--- src/rtl/resp2regs_pkg.sv ---
// resp2regs_pkg
//   Shared constants for the response-to-register bridge: half/full word
//   widths and the layout of the optional status word.
//   Status layout (only used when RESP2REGS_STATUS_EN is defined):
//     [31:16] pop counter, [15:8] zero, [7:0] occupancy (zero-extended).
package resp2regs_pkg;

  localparam int HALF_W         = 32;
  localparam int FULL_W         = 64;

  localparam int STATUS_W       = 32;
  localparam int STATUS_CNT_LSB = 0;
  localparam int STATUS_CNT_W   = 8;
  localparam int STATUS_POP_LSB = 16;
  localparam int STATUS_POP_W   = 16;

  function automatic logic [STATUS_W-1:0] pack_status(
    input logic [STATUS_POP_W-1:0] pop_cnt,
    input logic [STATUS_CNT_W-1:0] occ
  );
    logic [STATUS_W-1:0] s;
    s = '0;
    s[STATUS_POP_LSB +: STATUS_POP_W] = pop_cnt;
    s[STATUS_CNT_LSB +: STATUS_CNT_W] = occ;
    return s;
  endfunction

endpackage

--- src/rtl/resp2regs_fifo.sv ---
// resp2regs_fifo
//   Circular buffer of DEPTH 64-bit entries with registered occupancy.
//   Ports:
//     clk, rst        clock, asynchronous active-high reset
//     push, push_data write request / word (ignored when full)
//     pop             read request (ignored when empty)
//     head_data       entry at the read pointer (undefined when empty)
//     full, empty     derived from the registered count
//     count           number of buffered entries, $clog2(DEPTH)+1 bits
module resp2regs_fifo
  import resp2regs_pkg::*;
#(
  parameter int DEPTH = 4
) (
  input  logic                     clk,
  input  logic                     rst,
  input  logic                     push,
  input  logic [FULL_W-1:0]        push_data,
  input  logic                     pop,
  output logic [FULL_W-1:0]        head_data,
  output logic                     full,
  output logic                     empty,
  output logic [$clog2(DEPTH):0]   count
);

  localparam int AW = $clog2(DEPTH);
  localparam logic [AW:0] DEPTH_CNT = (AW+1)'(DEPTH);

  logic [FULL_W-1:0] mem [DEPTH];
  logic [AW-1:0]     wr_ptr;
  logic [AW-1:0]     rd_ptr;
  logic              push_ok;
  logic              pop_ok;

  assign full      = (count == DEPTH_CNT);
  assign empty     = (count == '0);
  assign push_ok   = push && !full;
  assign pop_ok    = pop && !empty;
  assign head_data = mem[rd_ptr];

  // Storage carries no reset; validity is tracked by count alone.
  always_ff @(posedge clk) begin
    if (push_ok) mem[wr_ptr] <= push_data;
  end

  // DEPTH is a power of two, so natural pointer overflow is the modulo wrap.
  always_ff @(posedge clk or posedge rst) begin
    if (rst) begin
      wr_ptr <= '0;
      rd_ptr <= '0;
      count  <= '0;
    end else begin
      if (push_ok) wr_ptr <= wr_ptr + 1'b1;
      if (pop_ok)  rd_ptr <= rd_ptr + 1'b1;
      case ({push_ok, pop_ok})
        2'b10:   count <= count + 1'b1;
        2'b01:   count <= count - 1'b1;
        default: count <= count;
      endcase
    end
  end

endmodule

--- src/rtl/resp2regs.sv ---
// resp2regs
//   Buffers 64-bit AXI-Stream responses and presents the head entry as two
//   32-bit software-readable halves. The head pops once both halves have
//   been read (strobed), in either order or together.
//   Ports:
//     clk, rst                 clock, asynchronous active-high reset
//     resp_TDATA/TVALID/TREADY response stream sink
//     resp_lo, resp_hi         head entry halves, zero when empty
//     resp_avail               at least one entry buffered
//     resp_lo_rd_strobe        software read resp_lo (one-cycle pulse)
//     resp_hi_rd_strobe        software read resp_hi (one-cycle pulse)
//     status                   {pop_count, 8'd0, count}; only built when
//                              the macro RESP2REGS_STATUS_EN is defined
module resp2regs
  import resp2regs_pkg::*;
#(
  parameter int DEPTH = 4
) (
  input  logic                clk,
  input  logic                rst,
  input  logic [FULL_W-1:0]   resp_TDATA,
  input  logic                resp_TVALID,
  output logic                resp_TREADY,
  output logic [HALF_W-1:0]   resp_lo,
  output logic [HALF_W-1:0]   resp_hi,
  output logic                resp_avail,
  input  logic                resp_lo_rd_strobe,
  input  logic                resp_hi_rd_strobe
`ifdef RESP2REGS_STATUS_EN
  ,
  output logic [STATUS_W-1:0] status
`endif
);

  localparam int AW = $clog2(DEPTH);

  logic [FULL_W-1:0] head_data;
  logic              full;
  logic              empty;
  logic [AW:0]       count;
  logic              push;
  logic              pop;
  logic              lo_done;
  logic              hi_done;

  // Ready depends only on the registered count, never on this cycle's inputs.
  assign resp_TREADY = !full;
  assign resp_avail  = !empty;
  assign push        = resp_TVALID && resp_TREADY;

  // Pop when the current strobes plus the remembered flags cover both halves.
  // A repeated strobe on a done half contributes nothing new.
  assign pop = resp_avail
            && (lo_done || resp_lo_rd_strobe)
            && (hi_done || resp_hi_rd_strobe);

  assign resp_lo = resp_avail ? head_data[HALF_W-1:0]      : '0;
  assign resp_hi = resp_avail ? head_data[FULL_W-1:HALF_W] : '0;

  resp2regs_fifo #(
    .DEPTH (DEPTH)
  ) u_fifo (
    .clk       (clk),
    .rst       (rst),
    .push      (push),
    .push_data (resp_TDATA),
    .pop       (pop),
    .head_data (head_data),
    .full      (full),
    .empty     (empty),
    .count     (count)
  );

  // Flags only accumulate while an entry is present, so strobes on an
  // empty buffer leave them clear.
  always_ff @(posedge clk or posedge rst) begin
    if (rst) begin
      lo_done <= 1'b0;
      hi_done <= 1'b0;
    end else if (pop) begin
      lo_done <= 1'b0;
      hi_done <= 1'b0;
    end else if (resp_avail) begin
      lo_done <= lo_done || resp_lo_rd_strobe;
      hi_done <= hi_done || resp_hi_rd_strobe;
    end
  end

`ifdef RESP2REGS_STATUS_EN
  logic [STATUS_POP_W-1:0] pop_count;

  always_ff @(posedge clk or posedge rst) begin
    if (rst) pop_count <= '0;
    else if (pop) pop_count <= pop_count + 1'b1;
  end

  assign status = pack_status(pop_count, STATUS_CNT_W'(count));
`endif

endmodule

--- config.mk ---
export PLATFORM = sky130hd
export DESIGN_NAME = resp2regs
export DESIGN_NICKNAME = d
export VERILOG_FILES = /design/src/rtl/resp2regs_pkg.sv /design/src/rtl/resp2regs_fifo.sv /design/src/rtl/resp2regs.sv
export SDC_FILE = /design/constraint.sdc
export NUM_CORES = 1
export LEC_CHECK = 0
export ABC_AREA = 1
export ABC_CLOCK_PERIOD_IN_PS = 5340
export CAP_MARGIN = 40
export CORE_MARGIN = 3
export CORE_UTILIZATION = 56
export DETAILED_ROUTE_END_ITERATION = 7
export GPL_ROUTABILITY_DRIVEN = 0
export GPL_TIMING_DRIVEN = 1
export HOLD_SLACK_MARGIN = 0.1
export PLACE_DENSITY = 0.77
export SYNTH_ARGS = -nofsm -noshare
export SYNTH_HDL_FRONTEND = slang
export SYNTH_SLANG_ARGS = --single-unit
--- constraint.sdc ---
create_clock -name clk -period 5.34 [get_ports clk]
set_input_delay 1.068 -clock clk [delete_from_list [all_inputs] [get_ports clk]]
set_output_delay 1.068 -clock clk [all_outputs]
set_load 0.03 [all_outputs]
==> flow_summary.toml <==
[outcome]
outcome = "completed"

[timing]
whs_ps = 496
slew_violations = 0
fin_crit_sh = 0.819
worst_pin_slew_ps = 869
hold_viol = 0
maxSlewHeadroom = 0.420
max_freq_mhz = 229
period_minus_slack_ps = 4370
grt_setup_unrepaired = "no"
fin_worst_skew_ps = 6.11
setup_tns_ps = 0
setup_viol = 0

[clock_network]
postCtsHoldBufs = 0
path_clk_slew_ps = 60
root_buffer = "clkbuf_16"
cts.repair.resized = 0
htreeDepth = 1
cts_tree = "yes"
post_cts_buffers = 0
cts_buffers = 26
clk_latency_ps = 520
cts.sinks = 265
clk_path_buf_depth = 3

[worst_hold_path]
hp-start = "u_fifo.count[2]$_DFFE_PP0P_"
hold_end = "u_fifo.count[2]$_DFFE_PP0P_"
hold_class = "register to register"
hold_depth = 2

[worst_setup_path]
cpMaxStageDelayCell = "dfrtp_4"
r2r_cells = 5
crit_type = "register to output pin"
r2r_end = "u_fifo.mem[0][58]$_DFFE_PP_"
max_stage_delay_ps = 810
cp_num_buf_inv = 3
r2r_slack_ps = 2870
end_kind = "output pin"
crit_chain = "inv_4 -> buf_4 -> nand2_1 -> nand3_1 -> a21oi_1 -> clkdlybuf4s50_1"
crit_fanout = 84
timing.rr.start = "u_fifo.count[0]$_DFFE_PP0P_"
worstSetupStartpoint = "u_fifo.rd_ptr[0]$_DFFE_PP0P_"
crit_arrival_ps = 3310
path_delay_family = "buffers and inverters"
critPathLaunchType = "register"
crit_required_ps = 4270

[layout]
final_layout_size_suffix_gt1_frac = 0.0511
diodes = 0
fin_util = 0.702
nFillCells = 1369
multi_input_area_um2 = 2220
instances_no_fill = 1499
fin_area_um2 = 13900
finalNetCount = 1289
ff_latch_area_um2 = 7920
syn_to_final_growth_pct = 21.0

[synthesis]
synthTopCellsByArea = "edfxtp_1 (67%), nand2_1 (9.1%), inv_1 (9.0%)"
ys_dominant_reg_cell = "edfxtp_1"
post_synth.cell_area_avg_um2 = 10.6
synth_edf_count = 256
synthDistinctLibCells = 21
synth_area_um2 = 11500
synth.top_cell.area_share = 0.670
synth_seq_area_share = 0.689
synth_top_area_cell = "edfxtp_1"
yosysMostFrequentCell = "nand2_1"
synthCells = 1086
ys_ff_latch = 265
synth-warning-count = 0
synth_nets = 1161
async_reset_ff_frac = 0.0340
ys_top_cells_by_count = "nand2_1 (278), inv_1 (275), edfxtp_1 (256), nand3_1 (132), a21oi_1 (64)"

[run]
drv_cap = 0

[global_routing]
grt_max_degree = 85
antenna_found_initial = 0
grt.total_usage = 0.220
grt_pass1_wl_mm = 38.6
first_global_vias = 7682
overflow = 0

[floorplan]
die_area_um2 = 22300
core_um2 = 19800
rows = 51
dieWidth_um = 149
initial_core_util = 0.580
die_h_um = 149
boundaryPins = 135

[detailed_routing]
drt_iter0_markers = 562
antenna_left = 0
routed_via_density = 5.09
firstDrtPassIters = 5
finalWirelength_mm = 24.3
wire_per_inst_um = 16.2
drc_errors = 0
via_count = 7628

[power_and_ir_drop]
power.density_nw_per_um2 = 611
power.leakage_nw = 6.01
peakVddDrop_v = 0.000527

[placed_design]
hpwl_mm = 14.2
dpl.cell_count = 1451
io_buffers = 134
place_area_um2 = 13000
==> worst max-delay path by stage <==
| stage | end | slack (ps) | depth (start not counted) |
|---|---|---|---|
| after floorplan | u_fifo.mem[0][0]$_DFFE_PP_ | 940 | 2 |
| after global placement | resp_lo[17] | 1560 | 6 |
| after detailed placement | resp_lo[17] | 1550 | 6 |
| after CTS | resp_lo[18] | 990 | 6 |
| after global routing | resp_lo[18] | 780 | 6 |
| final | resp_lo[17] | 970 | 6 |
==> worst register-to-register path, delay by kind of cell, from the launching register on <==
| family | cells | cell delay, ps |
|---|---|---|
| simple gates | 4 | 1240 |
| buf+inv | 1 | 490 |
| flops | 1 | 390 |
==> flip-flops by register name, indices dropped and copies added (netlist names) <==
signal         flops
u_fifo.wr_ptr      2
lo_done            1
hi_done            1
u_fifo.rd_ptr      2
u_fifo.mem       256
u_fifo.count       3
==> kinds of logic after synthesis <==
group / synth area share
compound gates: 0.0292
xor+xnor: 0.000763
fa+ha+maj: 0.00719
buf+inv: 0.120
flops: 0.689
simple gates: 0.154
==> metal layers <==
metal / vias to the layer above / routed length, um / global-route usage
li1: 3691 / - / -
met4: 0 / 481 / 0.0531
met1: 3614 / 9660 / 0.283
met2: 281 / 12100 / 0.387
met3: 42 / 2040 / 0.0444
met5: - / 0 / 0
==> power breakdown <==
part / internal (mW) / total, mW / switching [mW]
Sequential: 2.74 / 2.90 / 0.161
Clock: 1.11 / 1.84 / 0.732
Combinational: 1.29 / 3.74 / 2.46
Total: 5.14 / 8.49 / 3.35
==> cells in the final DEF, fill, tap and decap left out <==
cell type / synthesis / final
a21oi_1: 64 / 64
buf_16: 0 / 2
buf_4: 6 / 14
bufinv_16: 0 / 4
clkbuf_1: 6 / 4
clkbuf_16: 0 / 27
clkdlybuf4s50_1: 0 / 134
clkinv_1: 0 / 8
clkinv_2: 0 / 2
clkinvlp_4: 0 / 3
dfrtp_1: 9 / 7
dfrtp_2: 0 / 1
dfrtp_4: 0 / 1
edfxtp_1: 256 / 256
fa_1: 1 / 1
ha_1: 5 / 5
inv_1: 275 / 274
inv_2: 2 / 2
inv_4: 0 / 1
nand2_1: 278 / 278
nand2_4: 1 / 1
nand3_1: 132 / 132
nand3b_1: 1 / 1
nand4_1: 3 / 3
nor2_2: 1 / 1
nor2_4: 0 / 4
o21ai_0: 3 / 3
xnor2_1: 1 / 1
==> layout make-up <==
| class | count | share of cell area |
|---|---|---|
| flip-flops and latches | 265 | 0.570 |
| multi-input cells | 494 | 0.160 |
| repair buffers | 150 | 0.108 |
| inverters | 277 | 0.0751 |
| clock buffers | 31 | 0.0497 |
| well taps | 265 | 0.0239 |
| clock inverters | 17 | 0.0132 |
==> through the flow <==
stage | power [mW] | setup WS (ps)
after global routing | 8.96 | 784
after global placement | 6.59 | 1560
after detailed placement | 6.68 | 1550
after CTS | 8.54 | 989
final | 8.49 | 966
after floorplan | 5.37 | 942
(Power assumes the default switching activity.)
